$ cat src/rtl/yakbd_pkg.sv
// yakbd_pkg: Set-2 scan-code constants, emitted control codes and prefix-decoder states.
package yakbd_pkg;
    localparam logic [7:0] SC_BREAK  = 8'hF0;
    localparam logic [7:0] SC_EXT    = 8'hE0;
    localparam logic [7:0] SC_PAUSE  = 8'hE1;
    localparam logic [7:0] SC_LSHIFT = 8'h12;
    localparam logic [7:0] SC_RSHIFT = 8'h59;
    localparam logic [7:0] SC_CTRL   = 8'h14;
    localparam logic [7:0] SC_CAPS   = 8'h58;
    localparam logic [7:0] SC_UP     = 8'h75;
    localparam logic [7:0] SC_DOWN   = 8'h72;
    localparam logic [7:0] SC_LEFT   = 8'h6B;
    localparam logic [7:0] SC_RIGHT  = 8'h74;
    localparam logic [7:0] KC_UP     = 8'h11;
    localparam logic [7:0] KC_DOWN   = 8'h12;
    localparam logic [7:0] KC_LEFT   = 8'h13;
    localparam logic [7:0] KC_RIGHT  = 8'h14;
    localparam logic [7:0] KC_BS     = 8'h08;
    localparam logic [7:0] KC_LF     = 8'h0A;
    localparam logic [7:0] KC_TAB    = 8'h09;
    localparam logic [7:0] KC_ESC    = 8'h1B;
    localparam logic [7:0] KC_SPACE  = 8'h20;
    // E1 is followed by seven more bytes that carry no key events
    localparam logic [2:0] PAUSE_LEN = 3'd7;
    typedef enum logic [2:0] {ST_IDLE, ST_BRK, ST_EXT, ST_EXT_BRK, ST_PAUSE} state_t;
    function automatic logic is_modifier(input logic [7:0] code, input logic ext);
        return ext ? (code == SC_CTRL)
                   : (code == SC_LSHIFT || code == SC_RSHIFT || code == SC_CTRL || code == SC_CAPS);
    endfunction
endpackage

$ cat src/rtl/yakbd_scan_lut.sv
// yakbd_scan_lut: combinational Set-2 make-code to ASCII/control-byte translation.
module yakbd_scan_lut
  import yakbd_pkg::*;
(
  input  logic [7:0] code_i,
  input  logic       ext_i,
  input  logic       shift_i,
  input  logic       caps_i,
  input  logic       ctrl_i,
  output logic [7:0] char_o,
  output logic       hit_o
);
  logic [7:0] lo, hi, arrow;
  logic       letter;
  always_comb begin
    {lo, hi} = 16'h0000;
    case (code_i)
      8'h1C: {lo, hi} = "aA";  8'h32: {lo, hi} = "bB";  8'h21: {lo, hi} = "cC";
      8'h23: {lo, hi} = "dD";  8'h24: {lo, hi} = "eE";  8'h2B: {lo, hi} = "fF";
      8'h34: {lo, hi} = "gG";  8'h33: {lo, hi} = "hH";  8'h43: {lo, hi} = "iI";
      8'h3B: {lo, hi} = "jJ";  8'h42: {lo, hi} = "kK";  8'h4B: {lo, hi} = "lL";
      8'h3A: {lo, hi} = "mM";  8'h31: {lo, hi} = "nN";  8'h44: {lo, hi} = "oO";
      8'h4D: {lo, hi} = "pP";  8'h15: {lo, hi} = "qQ";  8'h2D: {lo, hi} = "rR";
      8'h1B: {lo, hi} = "sS";  8'h2C: {lo, hi} = "tT";  8'h3C: {lo, hi} = "uU";
      8'h2A: {lo, hi} = "vV";  8'h1D: {lo, hi} = "wW";  8'h22: {lo, hi} = "xX";
      8'h35: {lo, hi} = "yY";  8'h1A: {lo, hi} = "zZ";
      8'h16: {lo, hi} = "1!";  8'h1E: {lo, hi} = "2@";  8'h26: {lo, hi} = "3#";
      8'h25: {lo, hi} = "4$";  8'h2E: {lo, hi} = "5%";  8'h36: {lo, hi} = "6^";
      8'h3D: {lo, hi} = "7&";  8'h3E: {lo, hi} = "8*";  8'h46: {lo, hi} = "9(";
      8'h45: {lo, hi} = "0)";  8'h0E: {lo, hi} = "`~";  8'h4E: {lo, hi} = "-_";
      8'h55: {lo, hi} = "=+";  8'h54: {lo, hi} = "[{";  8'h5B: {lo, hi} = "]}";
      8'h5D: {lo, hi} = {8'h5C, "|"};
      8'h4C: {lo, hi} = ";:";
      8'h52: {lo, hi} = {"'", 8'h22};
      8'h41: {lo, hi} = ",<";  8'h49: {lo, hi} = ".>";  8'h4A: {lo, hi} = "/?";
      8'h29: {lo, hi} = {KC_SPACE, KC_SPACE};
      8'h66: {lo, hi} = {KC_BS, KC_BS};
      8'h5A: {lo, hi} = {KC_LF, KC_LF};
      8'h0D: {lo, hi} = {KC_TAB, KC_TAB};
      8'h76: {lo, hi} = {KC_ESC, KC_ESC};
      default: {lo, hi} = 16'h0000;
    endcase
  end
  assign arrow  = (code_i == SC_UP)    ? KC_UP
                : (code_i == SC_DOWN)  ? KC_DOWN
                : (code_i == SC_LEFT)  ? KC_LEFT
                : (code_i == SC_RIGHT) ? KC_RIGHT : 8'h00;
  assign letter = lo >= "a" && lo <= "z";
  assign char_o = ext_i              ? arrow
                : !letter            ? (shift_i ? hi : lo)
                : ctrl_i             ? (hi & 8'h1F)
                : (shift_i ^ caps_i) ? hi : lo;
  assign hit_o  = ext_i ? (arrow != 8'h00) : (lo != 8'h00);
endmodule

$ cat src/rtl/yakbd_keydec.sv
// yakbd_keydec: PS/2 Set-2 prefix decoder with modifier tracking, ASCII translation
// and a first-word fall-through output FIFO.
module yakbd_keydec
    import yakbd_pkg::*;
#(
    parameter int FIFO_DEPTH  = 16,
    parameter int CTRL_MAP    = 1,
    parameter int EMIT_ARROWS = 1
) (
    input  logic                          clk,
    input  logic                          rst,
    input  logic                          scan_valid,
    input  logic [7:0]                    scan_code,
    output logic                          ascii_valid,
    output logic [7:0]                    ascii_data,
    input  logic                          ascii_ready,
    output logic                          shift_o,
    output logic                          ctrl_o,
    output logic                          caps_o,
    output logic                          overflow,
    output logic [$clog2(FIFO_DEPTH):0]   fifo_level
);
    localparam int AW = $clog2(FIFO_DEPTH);
    state_t        state_q, state_d;
    logic [2:0]    pcnt_q, pcnt_d;
    logic          make, brk, ext, key_ev, caps_ev;
    logic          lshift_q, lshift_d, rshift_q, rshift_d, lctrl_q, lctrl_d, rctrl_q, rctrl_d;
    logic          caps_q, caps_d, caps_rel_q, caps_rel_d;
    logic [7:0]    lut_char, char_q;
    logic          lut_hit, push_q, push_d;
    logic [7:0]    mem_q [FIFO_DEPTH];
    logic [AW-1:0] wp_q, rp_q;
    logic [AW:0]   lvl_q;
    logic          ovf_q, pop, full, wr;
    always_comb begin
        state_d = state_q;
        pcnt_d  = pcnt_q;
        make    = 1'b0;
        brk     = 1'b0;
        ext     = 1'b0;
        if (scan_valid) begin
            case (state_q)
                ST_IDLE:
                    if (scan_code == SC_BREAK) state_d = ST_BRK;
                    else if (scan_code == SC_EXT) state_d = ST_EXT;
                    else if (scan_code == SC_PAUSE) begin
                        state_d = ST_PAUSE;
                        pcnt_d  = PAUSE_LEN;
                    end else make = 1'b1;
                ST_BRK: begin
                    brk     = 1'b1;
                    state_d = ST_IDLE;
                end
                ST_EXT: begin
                    ext = 1'b1;
                    if (scan_code == SC_BREAK) state_d = ST_EXT_BRK;
                    else begin
                        make    = 1'b1;
                        state_d = ST_IDLE;
                    end
                end
                ST_EXT_BRK: begin
                    brk     = 1'b1;
                    ext     = 1'b1;
                    state_d = ST_IDLE;
                end
                ST_PAUSE: begin
                    pcnt_d  = pcnt_q - 3'd1;
                    state_d = (pcnt_q == 3'd1) ? ST_IDLE : ST_PAUSE;
                end
                default: state_d = ST_IDLE;
            endcase
        end
    end
    assign key_ev     = make | brk;
    assign lshift_d   = (key_ev && !ext && scan_code == SC_LSHIFT) ? make : lshift_q;
    assign rshift_d   = (key_ev && !ext && scan_code == SC_RSHIFT) ? make : rshift_q;
    assign lctrl_d    = (key_ev && !ext && scan_code == SC_CTRL) ? make : lctrl_q;
    assign rctrl_d    = (key_ev && ext && scan_code == SC_CTRL) ? make : rctrl_q;
    // caps_rel remembers whether the last CapsLock event was a release, so held repeats do not toggle
    assign caps_ev    = key_ev && !ext && scan_code == SC_CAPS;
    assign caps_d     = caps_q ^ (caps_ev && make && caps_rel_q);
    assign caps_rel_d = caps_ev ? brk : caps_rel_q;
    assign shift_o    = lshift_q | rshift_q;
    assign ctrl_o     = lctrl_q | rctrl_q;
    assign caps_o     = caps_q;
    yakbd_scan_lut u_lut (
        .code_i  (scan_code),
        .ext_i   (ext),
        .shift_i (shift_o),
        .caps_i  (caps_q),
        .ctrl_i  (ctrl_o && (CTRL_MAP != 0)),
        .char_o  (lut_char),
        .hit_o   (lut_hit)
    );
    assign push_d      = make && !is_modifier(scan_code, ext) && lut_hit && (!ext || EMIT_ARROWS != 0);
    assign pop         = ascii_valid && ascii_ready;
    assign full        = lvl_q == (AW+1)'(FIFO_DEPTH);
    assign wr          = push_q && (!full || pop);
    assign ascii_valid = lvl_q != '0;
    assign ascii_data  = ascii_valid ? mem_q[rp_q] : 8'h00;
    assign fifo_level  = lvl_q;
    assign overflow    = ovf_q;
    always_ff @(posedge clk) begin
        if (rst) begin
            state_q    <= ST_IDLE;
            pcnt_q     <= '0;
            lshift_q   <= 1'b0;
            rshift_q   <= 1'b0;
            lctrl_q    <= 1'b0;
            rctrl_q    <= 1'b0;
            caps_q     <= 1'b0;
            caps_rel_q <= 1'b1;
            push_q     <= 1'b0;
            char_q     <= 8'h00;
            wp_q       <= '0;
            rp_q       <= '0;
            lvl_q      <= '0;
            ovf_q      <= 1'b0;
        end else begin
            state_q    <= state_d;
            pcnt_q     <= pcnt_d;
            lshift_q   <= lshift_d;
            rshift_q   <= rshift_d;
            lctrl_q    <= lctrl_d;
            rctrl_q    <= rctrl_d;
            caps_q     <= caps_d;
            caps_rel_q <= caps_rel_d;
            push_q     <= push_d;
            char_q     <= lut_char;
            if (wr) wp_q <= wp_q + 1'b1;
            if (pop) rp_q <= rp_q + 1'b1;
            lvl_q      <= lvl_q + (AW+1)'(wr) - (AW+1)'(pop);
            if (push_q && full && !pop) ovf_q <= 1'b1;
        end
    end
    always_ff @(posedge clk) begin
        if (wr) mem_q[wp_q] <= char_q;
    end
endmodule

$ cat config.mk
export PLATFORM = sky130hd
export DESIGN_NAME = yakbd_keydec
export DESIGN_NICKNAME = d
export VERILOG_FILES = /design/src/rtl/yakbd_pkg.sv /design/src/rtl/yakbd_scan_lut.sv /design/src/rtl/yakbd_keydec.sv
export SDC_FILE = /design/constraint.sdc
export NUM_CORES = 1
export LEC_CHECK = 0
export ABC_AREA = 1
export ABC_CLOCK_PERIOD_IN_PS = 7400
export CORE_MARGIN = 4
export CORE_UTILIZATION = 37
export CTS_CLUSTER_SIZE = 20
export DETAILED_ROUTE_END_ITERATION = 8
export MAX_ROUTING_LAYER = met4
export PLACE_DENSITY = 0.54
export SYNTH_ARGS = -nofsm -noshare
export SYNTH_HDL_FRONTEND = slang
export SYNTH_SLANG_ARGS = --single-unit
export TNS_END_PERCENT = 10
$ cat constraint.sdc
create_clock -name clk -period 7.4 [get_ports clk]
set_clock_uncertainty 0.05 [all_clocks]
set_input_delay 1.11 -clock clk [delete_from_list [all_inputs] [get_ports clk]]
set_output_delay 1.11 -clock clk [all_outputs]
set_load 0.005 [all_outputs]
==> impl_metrics.py <==
metrics = {
    "outcome": {
        "status": "completed",
    },
    "timing": {
        "max_freq_mhz": 221,
        "tns_ns": 0,
        "hold_viol": 0,
        "fin_ws_ns": 2.87,
        "period_minus_slack_ns": 4.53,
        "rsz0062_at_grt": "false",
        "slew_violations": 0,
        "setup_violations": 0,
        "slew_headroom_pct": 35.2,
        "timing_worst_slew_pin_value_ns": 0.970,
        "fin_crit_sh_pct": 61.2,
    },
    "setup_path": {
        "crit_top_cell": "buf_4",
        "arrival_ns": 3.37,
        "end_kind": "primary output",
        "worstPathMaxFanout": 57,
        "crit_chain": "buf_4, inv_1, buf_4, o21ai_0, o221ai_1, nand3_1, a21oi_1, clkdlybuf4s50_1",
        "slowest_delay_ns": 0.56,
        "slowest_stage": "inv_1",
        "cp.required_ns": 6.24,
        "worst_setup_path_start_kind": "register",
        "critPathKind": "reg2out",
        "r2r_setup_slack_ns": 3.77,
    },
    "grt": {
        "antenna_found_initial": 0,
        "grt_pass1_wl_um": 34900,
        "grt_pass1_vias": 6190,
        "grtUsageTotal_pct": 19.1,
        "grt_max_degree": 58,
        "overflow": 0,
    },
    "finish": {
        "diodes": 0,
        "instances_no_fill": 1223,
        "nets": 968,
        "drive_above_1_share_pct": 8.44,
        "syn2layout_area_growth_pct": 13.2,
    },
    "clock_tree": {
        "cts_tree": "yes",
        "postCtsSetupRepairBufs": 0,
        "cts_resized": 0,
        "clock_latency_ns": 0.42,
        "cts_made_buffers": 17,
        "ctsHtreeMaxLevel": 4,
        "path_clk_slew_ns": 0.06,
        "cts.sinks": 150,
        "cts_root_buffer": "clkbuf_16",
        "cts_hold_buf": 0,
        "cts_buffer_depth": 2,
    },
    "synth": {
        "async_reset_ff_share_pct": 0,
        "ys_seq_area_share_pct": 52.0,
        "synth_cell_types": 46,
        "synth-edff-count": 112,
        "synth_nets": 952,
        "ys_warn_count": 0,
        "avgSynthCellArea_um2": 8.63,
        "ys_ff_latch": 150,
        "syn-instance-count": 919,
        "synth_ff_type": "edfxtp_1",
        "syn-cell-area_mm2": 0.00793,
    },
    "pwr": {
        "p_int_mw": 1.64,
        "fin_total_pwr_mw": 2.41,
        "switchingPower_mw": 0.765,
        "power_density_mw_per_mm2": 268,
        "clkPwrFrac_pct": 34.1,
        "seq_power_share_pct": 40.6,
        "peakVddDrop_uv": 150,
        "combPwrFrac_pct": 25.3,
        "cellLeakagePower_nw": 3.43,
        "switching_share_pct": 31.8,
    },
    "drt": {
        "drc_errors": 0,
        "vias_per_cell": 5.34,
        "drt_iter0_drc": 469,
        "drt_pass1_iterations": 5,
        "routedWlPerCell_um": 18.0,
        "vias": 6530,
        "ant_nets": 0,
        "drt_wl_total_um": 22100,
    },
    "min_path": {
        "hp-class": "reg2reg",
    },
    "die": {
        "die_y_um": 154,
        "ios": 30,
        "start_util_pct": 37.7,
        "num_rows": 53,
        "dieWidth_um": 154,
        "fp.dieArea_mm2": 0.0238,
        "core_area_mm2": 0.0210,
    },
    "placement": {
        "dp_slack_ns": 3.27,
        "dpl.cell_count": 1191,
        "gp_congestion": 0.987,
        "io_buffers": 28,
        "hpwlAfterDp_um": 15400,
    },
    "run": {
        "max-cap-violations": 0,
    },
}
==> state kept, by name (all words and copies together), names as in the netlist, 3 cells and up, named ones only <==
name,cells
char_q,7
fifo_level,5
mem_q,112
pcnt_q,3
rp_q,4
state_q,3
wp_q,4
==> cells in the mapped netlist, types with 2 or more instances <==
master	instances	area share, %
inv_4	3	0.24
ha_1	20	3.2
o221ai_1	14	1.5
o21ai_0	108	6.8
nand3b_1	4	0.38
nand4_1	11	0.87
nand3_2	4	0.50
o211ai_1	8	0.76
dfxtp_1	38	9.6
buf_4	2	0.19
nor4_1	2	0.16
inv_2	10	0.47
buf_6	5	0.71
o22ai_1	15	1.2
o2111ai_1	3	0.33
o21ai_1	4	0.25
nor2_2	7	0.55
o21ai_2	2	0.22
nor2_1	149	7.1
xor2_1	2	0.22
edfxtp_1	112	42
nand3_1	53	3.3
inv_1	71	3.4
a31oi_1	3	0.24
a211oi_1	2	0.19
nor3_1	7	0.44
buf_2	4	0.25
a21oi_1	49	3.1
nand2_2	10	0.79
clkbuf_1	25	1.2
a21oi_2	3	0.33
nand2_1	155	7.3
==> power groups by stage <==
stage                     clock network, mW  registers [mW]  logic, mW
after floorplan                           0           0.984      0.388
after global placement                    0           0.996      0.615
after detailed placement                  0           0.996      0.610
after CTS                             0.838           0.978      0.612
after global routing                  0.876           0.985      0.689
final                                 0.822           0.978      0.608
==> final timing paths <==
| check | from | end | depth (start not counted) |
|---|---|---|---|
| worst max-delay path | register | ascii_data[3] | 8 |
| worst min-delay path | overflow | overflow | 2 |
| worst max register to register | fifo_level[3] | fifo_level[4] | 18 |
| worst min register to register | overflow | overflow | 2 |
==> critical path: cells and delay by family, from the launching register on <==
kind	cells	cell delay [ns]
AO/OA/AOI/OAI	3	0.65
buffers and inverters	4	1.84
flip-flops	1	0.30
AND/OR/NAND/NOR	1	0.11
==> routing by layer <==
metal | share of wire, % | GRT usage (%) | vias to the layer above
li1 | - | - | 3213
met1 | 45 | 24.5 | 3082
met2 | 48 | 30.8 | 188
met3 | 4.0 | 3.22 | 47
met4 | 2.9 | 6.73 | 0
met5 | 0 | - | -
==> stage by stage <==
stage          util (%)  instance area, um2  hold slack (ns)
2_1_floorplan         -                7930            0.386
3_3_place_gp       40.0                8410            0.399
3_5_place_dp       40.0                8410            0.401
4_1_cts            42.7                8980            0.413
5_1_grt            42.7                8980            0.434
6_report           42.7                8980            0.413
==> cell families after synthesis <==
group                    Yosys count  share of synthesized area, %
AO/OA/AOI/OAI                    217                          15.7
flip-flops                       150                          52.0
XOR/XNOR                           3                         0.331
buffers and inverters            121                          6.45
other                              1                        0.0473
adder cells (fa/ha/maj)           21                          3.41
AND/OR/NAND/NOR                  406                          22.1
==> cells in the final DEF (no fill, tap or decap), types with 11 or more instances in the layout <==
cell type	netlist	routed
inv_1	71	71
dfxtp_1	38	38
o22ai_1	15	15
clkbuf_16	0	17
edfxtp_1	112	112
o221ai_1	14	14
ha_1	20	20
a21oi_1	49	49
nand3_1	53	53
o21ai_0	108	108
nand4_1	11	11
clkdlybuf4s50_1	0	28
nand2_1	155	155
nor2_1	149	149
==> final cells by class <==
type / instances / area (um2)
well taps: 275 / 344
clock inverters: 14 / 141
repair buffers: 33 / 318
multi-input cells: 648 / 3290
inverters: 85 / 327
clock buffers: 18 / 429
flip-flops and latches: 150 / 4120
fillers: 2111 / 12000
(Power assumes the default switching activity.)
